==> src/rtl/cam_rgb565_capture_pkg.sv <==
// Shared constants for the OV7670 RGB565 capture path: frame geometry, RAM widths,
// FSM encodings and the RGB565 -> RGB444 field slicing.
package cam_rgb565_capture_pkg;

  localparam int CAM_SCREEN_X_DEF = 160;
  localparam int CAM_SCREEN_Y_DEF = 120;
  localparam int AW_DEF           = 15;
  localparam int DW_DEF           = 12;

  localparam logic [1:0] ST_WAIT_FRAME = 2'd0;
  localparam logic [1:0] ST_IDLE_LINE  = 2'd1;
  localparam logic [1:0] ST_BYTE1      = 2'd2;
  localparam logic [1:0] ST_BYTE2      = 2'd3;

  // byte1 = {R4..R0,G5..G3}, byte2 = {G2..G0,B4..B0}; keep the top 4 bits of each colour.
  function automatic logic [11:0] rgb565_to_444(input logic [7:0] byte1,
                                                input logic [7:0] byte2);
    return {byte1[7:4], byte1[2:0], byte2[7], byte2[4:1]};
  endfunction

endpackage

==> src/rtl/cam_rgb565_capture_conv.sv <==
// Pure combinational RGB565 -> RGB444 converter, shared with the test pattern generator.
module rgb565_to_rgb444
  import cam_rgb565_capture_pkg::*;
(
  input  logic [15:0] rgb565_i,
  output logic [11:0] rgb444_o
);

  assign rgb444_o = rgb565_to_444(rgb565_i[15:8], rgb565_i[7:0]);

endmodule

==> src/rtl/cam_rgb565_capture.sv <==
// OV7670 RGB565 byte-stream capture: assembles pixels, converts to RGB444 and writes
// them linearly into the frame buffer write port, with frame-complete and overflow flags.
module cam_rgb565_capture
  import cam_rgb565_capture_pkg::*;
#(
  parameter int AW           = AW_DEF,
  parameter int DW           = DW_DEF,
  parameter int CAM_SCREEN_X = CAM_SCREEN_X_DEF,
  parameter int CAM_SCREEN_Y = CAM_SCREEN_Y_DEF
) (
  input  logic          CAM_pclk,
  input  logic          rst,
  input  logic          CAM_vsync,
  input  logic          CAM_href,
  input  logic [7:0]    CAM_px_data,
  output logic          DP_RAM_regW,
  output logic [AW-1:0] DP_RAM_addr_in,
  output logic [DW-1:0] DP_RAM_data_in,
  output logic          frame_done,
  output logic          px_overflow
);

  localparam int            IMA_SIZ   = CAM_SCREEN_X * CAM_SCREEN_Y;
  localparam logic [AW-1:0] IMA_SIZ_A = AW'(IMA_SIZ);

  logic [1:0]    state_q, state_d;
  logic          vsync_q;
  logic [7:0]    byte1_q, byte1_d;
  logic [AW-1:0] cnt_q, cnt_d;
  logic          regw_q, regw_d;
  logic [AW-1:0] addr_q, addr_d;
  logic [DW-1:0] data_q, data_d;
  logic          done_q, done_d;
  logic          ovf_q, ovf_d;
  logic [11:0]   pix444;
  logic          frame_ok;

  rgb565_to_rgb444 u_conv (
    .rgb565_i ({byte1_q, CAM_px_data}),
    .rgb444_o (pix444)
  );

  // A frame is only reported complete when it filled the buffer exactly.
  assign frame_ok = (cnt_q == IMA_SIZ_A) && !ovf_q;

  always_comb begin
    state_d = state_q;
    byte1_d = byte1_q;
    cnt_d   = cnt_q;
    regw_d  = 1'b0;
    addr_d  = addr_q;
    data_d  = data_q;
    done_d  = 1'b0;
    ovf_d   = ovf_q;
    case (state_q)
      ST_WAIT_FRAME: begin
        if (vsync_q && !CAM_vsync) begin
          state_d = ST_IDLE_LINE;
          cnt_d   = '0;
          ovf_d   = 1'b0;
        end
      end
      ST_IDLE_LINE, ST_BYTE1: begin
        if (CAM_vsync) begin
          state_d = ST_WAIT_FRAME;
          done_d  = frame_ok;
        end else if (CAM_href) begin
          byte1_d = CAM_px_data;
          state_d = ST_BYTE2;
        end else begin
          state_d = ST_IDLE_LINE;
        end
      end
      ST_BYTE2: begin
        // A vsync or href drop here discards the half pixel held in byte1_q.
        if (CAM_vsync) begin
          state_d = ST_WAIT_FRAME;
          done_d  = frame_ok;
        end else if (CAM_href) begin
          state_d = ST_BYTE1;
          if (cnt_q < IMA_SIZ_A) begin
            regw_d = 1'b1;
            addr_d = cnt_q;
            data_d = DW'(pix444);
            cnt_d  = cnt_q + AW'(1);
          end else begin
            ovf_d = 1'b1;
          end
        end else begin
          state_d = ST_IDLE_LINE;
        end
      end
      default: state_d = ST_WAIT_FRAME;
    endcase
  end

  always_ff @(posedge CAM_pclk or negedge rst) begin
    if (!rst) begin
      state_q <= ST_WAIT_FRAME;
      vsync_q <= 1'b0;
      byte1_q <= '0;
      cnt_q   <= '0;
      regw_q  <= 1'b0;
      addr_q  <= '0;
      data_q  <= '0;
      done_q  <= 1'b0;
      ovf_q   <= 1'b0;
    end else begin
      state_q <= state_d;
      vsync_q <= CAM_vsync;
      byte1_q <= byte1_d;
      cnt_q   <= cnt_d;
      regw_q  <= regw_d;
      addr_q  <= addr_d;
      data_q  <= data_d;
      done_q  <= done_d;
      ovf_q   <= ovf_d;
    end
  end

  assign DP_RAM_regW    = regw_q;
  assign DP_RAM_addr_in = addr_q;
  assign DP_RAM_data_in = data_q;
  assign frame_done     = done_q;
  assign px_overflow    = ovf_q;

endmodule

==> config.mk <==
export PLATFORM = sky130hd
export DESIGN_NAME = cam_rgb565_capture
export DESIGN_NICKNAME = d
export VERILOG_FILES = /design/src/rtl/cam_rgb565_capture_pkg.sv /design/src/rtl/cam_rgb565_capture_conv.sv /design/src/rtl/cam_rgb565_capture.sv
export SDC_FILE = /design/constraint.sdc
export NUM_CORES = 1
export LEC_CHECK = 0
export ABC_AREA = 1
export BUFFER_PORTS_ARGS = -buffer_cell sky130_fd_sc_hd__buf_2
export CAP_MARGIN = 20
export CORE_MARGIN = 8
export CORE_UTILIZATION = 51
export DETAILED_ROUTE_END_ITERATION = 10
export PLACE_DENSITY = 0.78
export SLEW_MARGIN = 10
export SYNTH_ARGS = -nofsm -noshare
export SYNTH_HDL_FRONTEND = slang
export SYNTH_HIERARCHICAL = 1
export SYNTH_SLANG_ARGS = --single-unit
==> constraint.sdc <==
create_clock -name CAM_pclk -period 1.5 [get_ports CAM_pclk]
set_clock_uncertainty 0.15 [all_clocks]
set_input_delay 0.3 -clock CAM_pclk [delete_from_list [all_inputs] [get_ports CAM_pclk]]
set_output_delay 0.3 -clock CAM_pclk [all_outputs]
set_load 0.1 [all_outputs]
==> reports/metrics.sh <==
DETAIL-ROUTE-ANTENNA-NETS=0
STARTPOINT_TYPE='flip-flop'
UNREPAIRED_SETUP_ENDPOINTS_AFTER_GLOBAL_ROUTING='yes'
GRT_PASS1_VIAS=2329
AVGROUTEDWIREPERCELL_UM=19.2
CRITPATHTOPFAMILY='simple AND/OR/NAND/NOR gates'
PORT-BUFFER-COUNT=41
VIOLATED_CHECKS='negative setup slack'
IO-PIN-COUNT=42
FINALWORSTSETUPSLACK_NS=-0.0740
PERIOD_NEEDED_NS=1.57
FINALWEIGHTEDCONGESTION=0.911
SLEW_HEADROOM_PCT=71.5
TIMING.FINAL.CRIT_SHARE_PCT=105
FIN_TOTAL_PWR_mW=6.53
CTS_INSERTED_BUFFERS=5
FINAL_CELL_MIX='91 x sky130_fd_sc_hd__nand2_1, 49 x sky130_fd_sc_hd__dfrtp_1, 32 x sky130_fd_sc_hd__buf_12, 23 x sky130_fd_sc_hd__buf_4, 22 x sky130_fd_sc_hd__o21ai_2'
TIMING.FMAX_MHz=635
FIRST_PASS_ITERS=6
HOLD_WS_NS=0.0401
ENDPOINT_KIND='flip-flop'
SETUP_VIOLATIONS=19
FIN_TNS_SETUP_NS=-0.587
LAYOUT_COMMONEST_CELL='sky130_fd_sc_hd__nand2_1'
NUMCLOCKSINKS=55
SYNTHCELLS=307
CTS_BUFFER_DEPTH=2
FINAL_DESIGN_INSTANCE_AREA_WITHOUT_FILL_UM2=3990
WL_UM=8450
RUN_STATUS='complete, but fails checks'
WORST_SKEW_PAIR.LATE_LATENCY_NS=0.32
HOLD_VIOLATIONS=0
DRT_FIRST_ITER_VIOLATIONS=273
ENDPOINT_REQUIRED_TIME_ON_THE_CRITICAL_PATH_NS=1.61
DRV.MAX_CAP_VIOLATION_COUNT=0
DESIGN.DIE.AREA_UM2=7980
LAYOUT-DRIVE-GT1-SHARE_PCT=46.8
FF2FF_PATH_DEPTH=8
CHIPWIDTH_UM=89.3
VIAS_PER_CELL=5.82
DRC_VIOLATIONS_LEFT=0
CLK_TRANSITION_REPORTED_PATHS_NS=0.10
YOSYS_WARNINGS=6
SETUP_CP_TYPE='flip-flop to flip-flop'
TIMING.CRITICAL_PATH.BUF_INV=0
HOLD_PATH.CLASS='primary input to flip-flop'
POWER_DENSITY_nW_PER_UM2=1640
SLOWEST_STAGE='sky130_fd_sc_hd__dfrtp_1'
PLACED_CELL_AREA_UM2=3510
CRIT_CHAIN='ha_2, nand2_2, nor2_4, nand2_2, xor2_1, nor2_1, nand2_1, nand2_1'
NUM_ANTENNA_CELLS=0
POWER.LEAKAGE_nW=1.81
FLOORPLAN.DIE.HEIGHT_UM=89.3
MAX_SLEW.WORST_PIN.SLEW_NS=0.427
PLACE_WS_NS=-0.128
AREAGROWTHSYNTHTOFINISH_PCT=45.4
CP_NUM_CELLS=8
GRTUSAGETOTAL_PCT=19.5
SYN-MEAN-INSTANCE-AREA_UM2=8.93
GRT_START_MAX_NET_PINS=43
FINALNETCOUNT=386
SYNTH.NET_COUNT=324
PLACEMENT_ROWS=26
GRT_FIRST_PASS_WIRELENGTH_UM=11700
GLOBALROUTE.TOTALOVERFLOW=0
FLOORPLAN.INITIALDENSITY_PCT=53.4
MAPPEDNETLISTAREA_UM2=2740
WORST_HOLD_PATH.NUM_CELLS=3
HTREEDEPTH=2
CRIT_ARRIVAL_NS=1.68
CRIT_PATH_MAX_FANOUT=3
CTS_TREE='yes'
ROUTED-VIA-COUNT=2559
PEAKVDDDROP_mV=1.20
CTS_ROOT_BUFFER='sky130_fd_sc_hd__clkbuf_8'
INITIAL_ANTENNA_VIOLATION_COUNT=0
TIMING.FINAL.MAX_SLEW_VIOLATIONS=0
CORE-AREA_UM2=5140
MAX_STAGE_DELAY_NS=0.37
DP_HPWL_UM=4760
==> registers in the layout (all words and copies together) (netlist names) <==
| signal | count |
|---|---|
| frame_done | 1 |
| vsync_q | 1 |
| DP_RAM_regW | 1 |
| state_q | 2 |
| DP_RAM_addr_in | 15 |
| byte1_q | 7 |
| cnt_q | 15 |
| DP_RAM_data_in | 12 |
| px_overflow | 1 |
==> through the flow <==
stage                     instances  util [%]
final                           440      77.6
after floorplan                 307         -
after CTS                       433      73.2
after detailed placement        420      68.2
after global routing            440      77.6
after global placement          420      68.2
==> cell type report <==
class | instances | area (um^2)
clock buffers | 6 | 82.6
clock inverters | 2 | 16.3
fillers | 304 | 1150
inverters | 23 | 96.3
multi-input cells | 211 | 1380
flip-flops and latches | 55 | 1380
well taps | 70 | 87.6
repair buffers | 73 | 945
==> per-layer routing <==
layer	wire length, um	GRT usage, %	vias up	share of wire (%)
met5	0	0	-	0
met4	559	11.6	0	6.6
met3	693	5.24	75	8.2
met2	4280	33.7	182	51
met1	2920	20.8	1217	35
li1	-	-	1085	-
==> final timing paths <==
path	slack, ns	to	start
worst max-delay path	-0.07	cnt_q[8]	cnt_q[0]
worst min-delay path	0.04	DP_RAM_data_in[2]	CAM_px_data[3]
worst max register to register	-0.07	cnt_q[8]	cnt_q[0]
worst min register to register	0.33	DP_RAM_data_in[6]	byte1_q[1]
max in group asynchronous	0.39	cnt_q[13]	rst
min in group asynchronous	0.29	state_q[0]	rst
==> worst reg2reg max path, stage by stage, from the launching register on <==
cell and delay [ns]:
sky130_fd_sc_hd__dfrtp_1 0.37, sky130_fd_sc_hd__ha_2 0.20, sky130_fd_sc_hd__nand2_2 0.09, sky130_fd_sc_hd__nor2_4 0.15, sky130_fd_sc_hd__nand2_2 0.08, sky130_fd_sc_hd__xor2_1 0.16
sky130_fd_sc_hd__nor2_1 0.16, sky130_fd_sc_hd__nand2_1 0.10, sky130_fd_sc_hd__nand2_1 0.07
==> what timing repair did <==
action                                  4_1_cts  5_1_grt
hold buffers                                  2        0
endpoints found under the setup margin       46       53
pin swaps                                     6       24
hold endpoints to repair                     14        0
gates resized for setup                      22       59
gates cloned                                  1        2
setup buffers                                 2        5
==> power breakdown <==
group / leakage, nW / total, mW / internal (mW) / switching [mW]
registers: 0.726 / 2.07 / 1.78 / 0.293
logic: 1.04 / 3.59 / 1.27 / 2.32
clock network: 0.0474 / 0.868 / 0.378 / 0.490
Power figures use the tool's default switching activity.
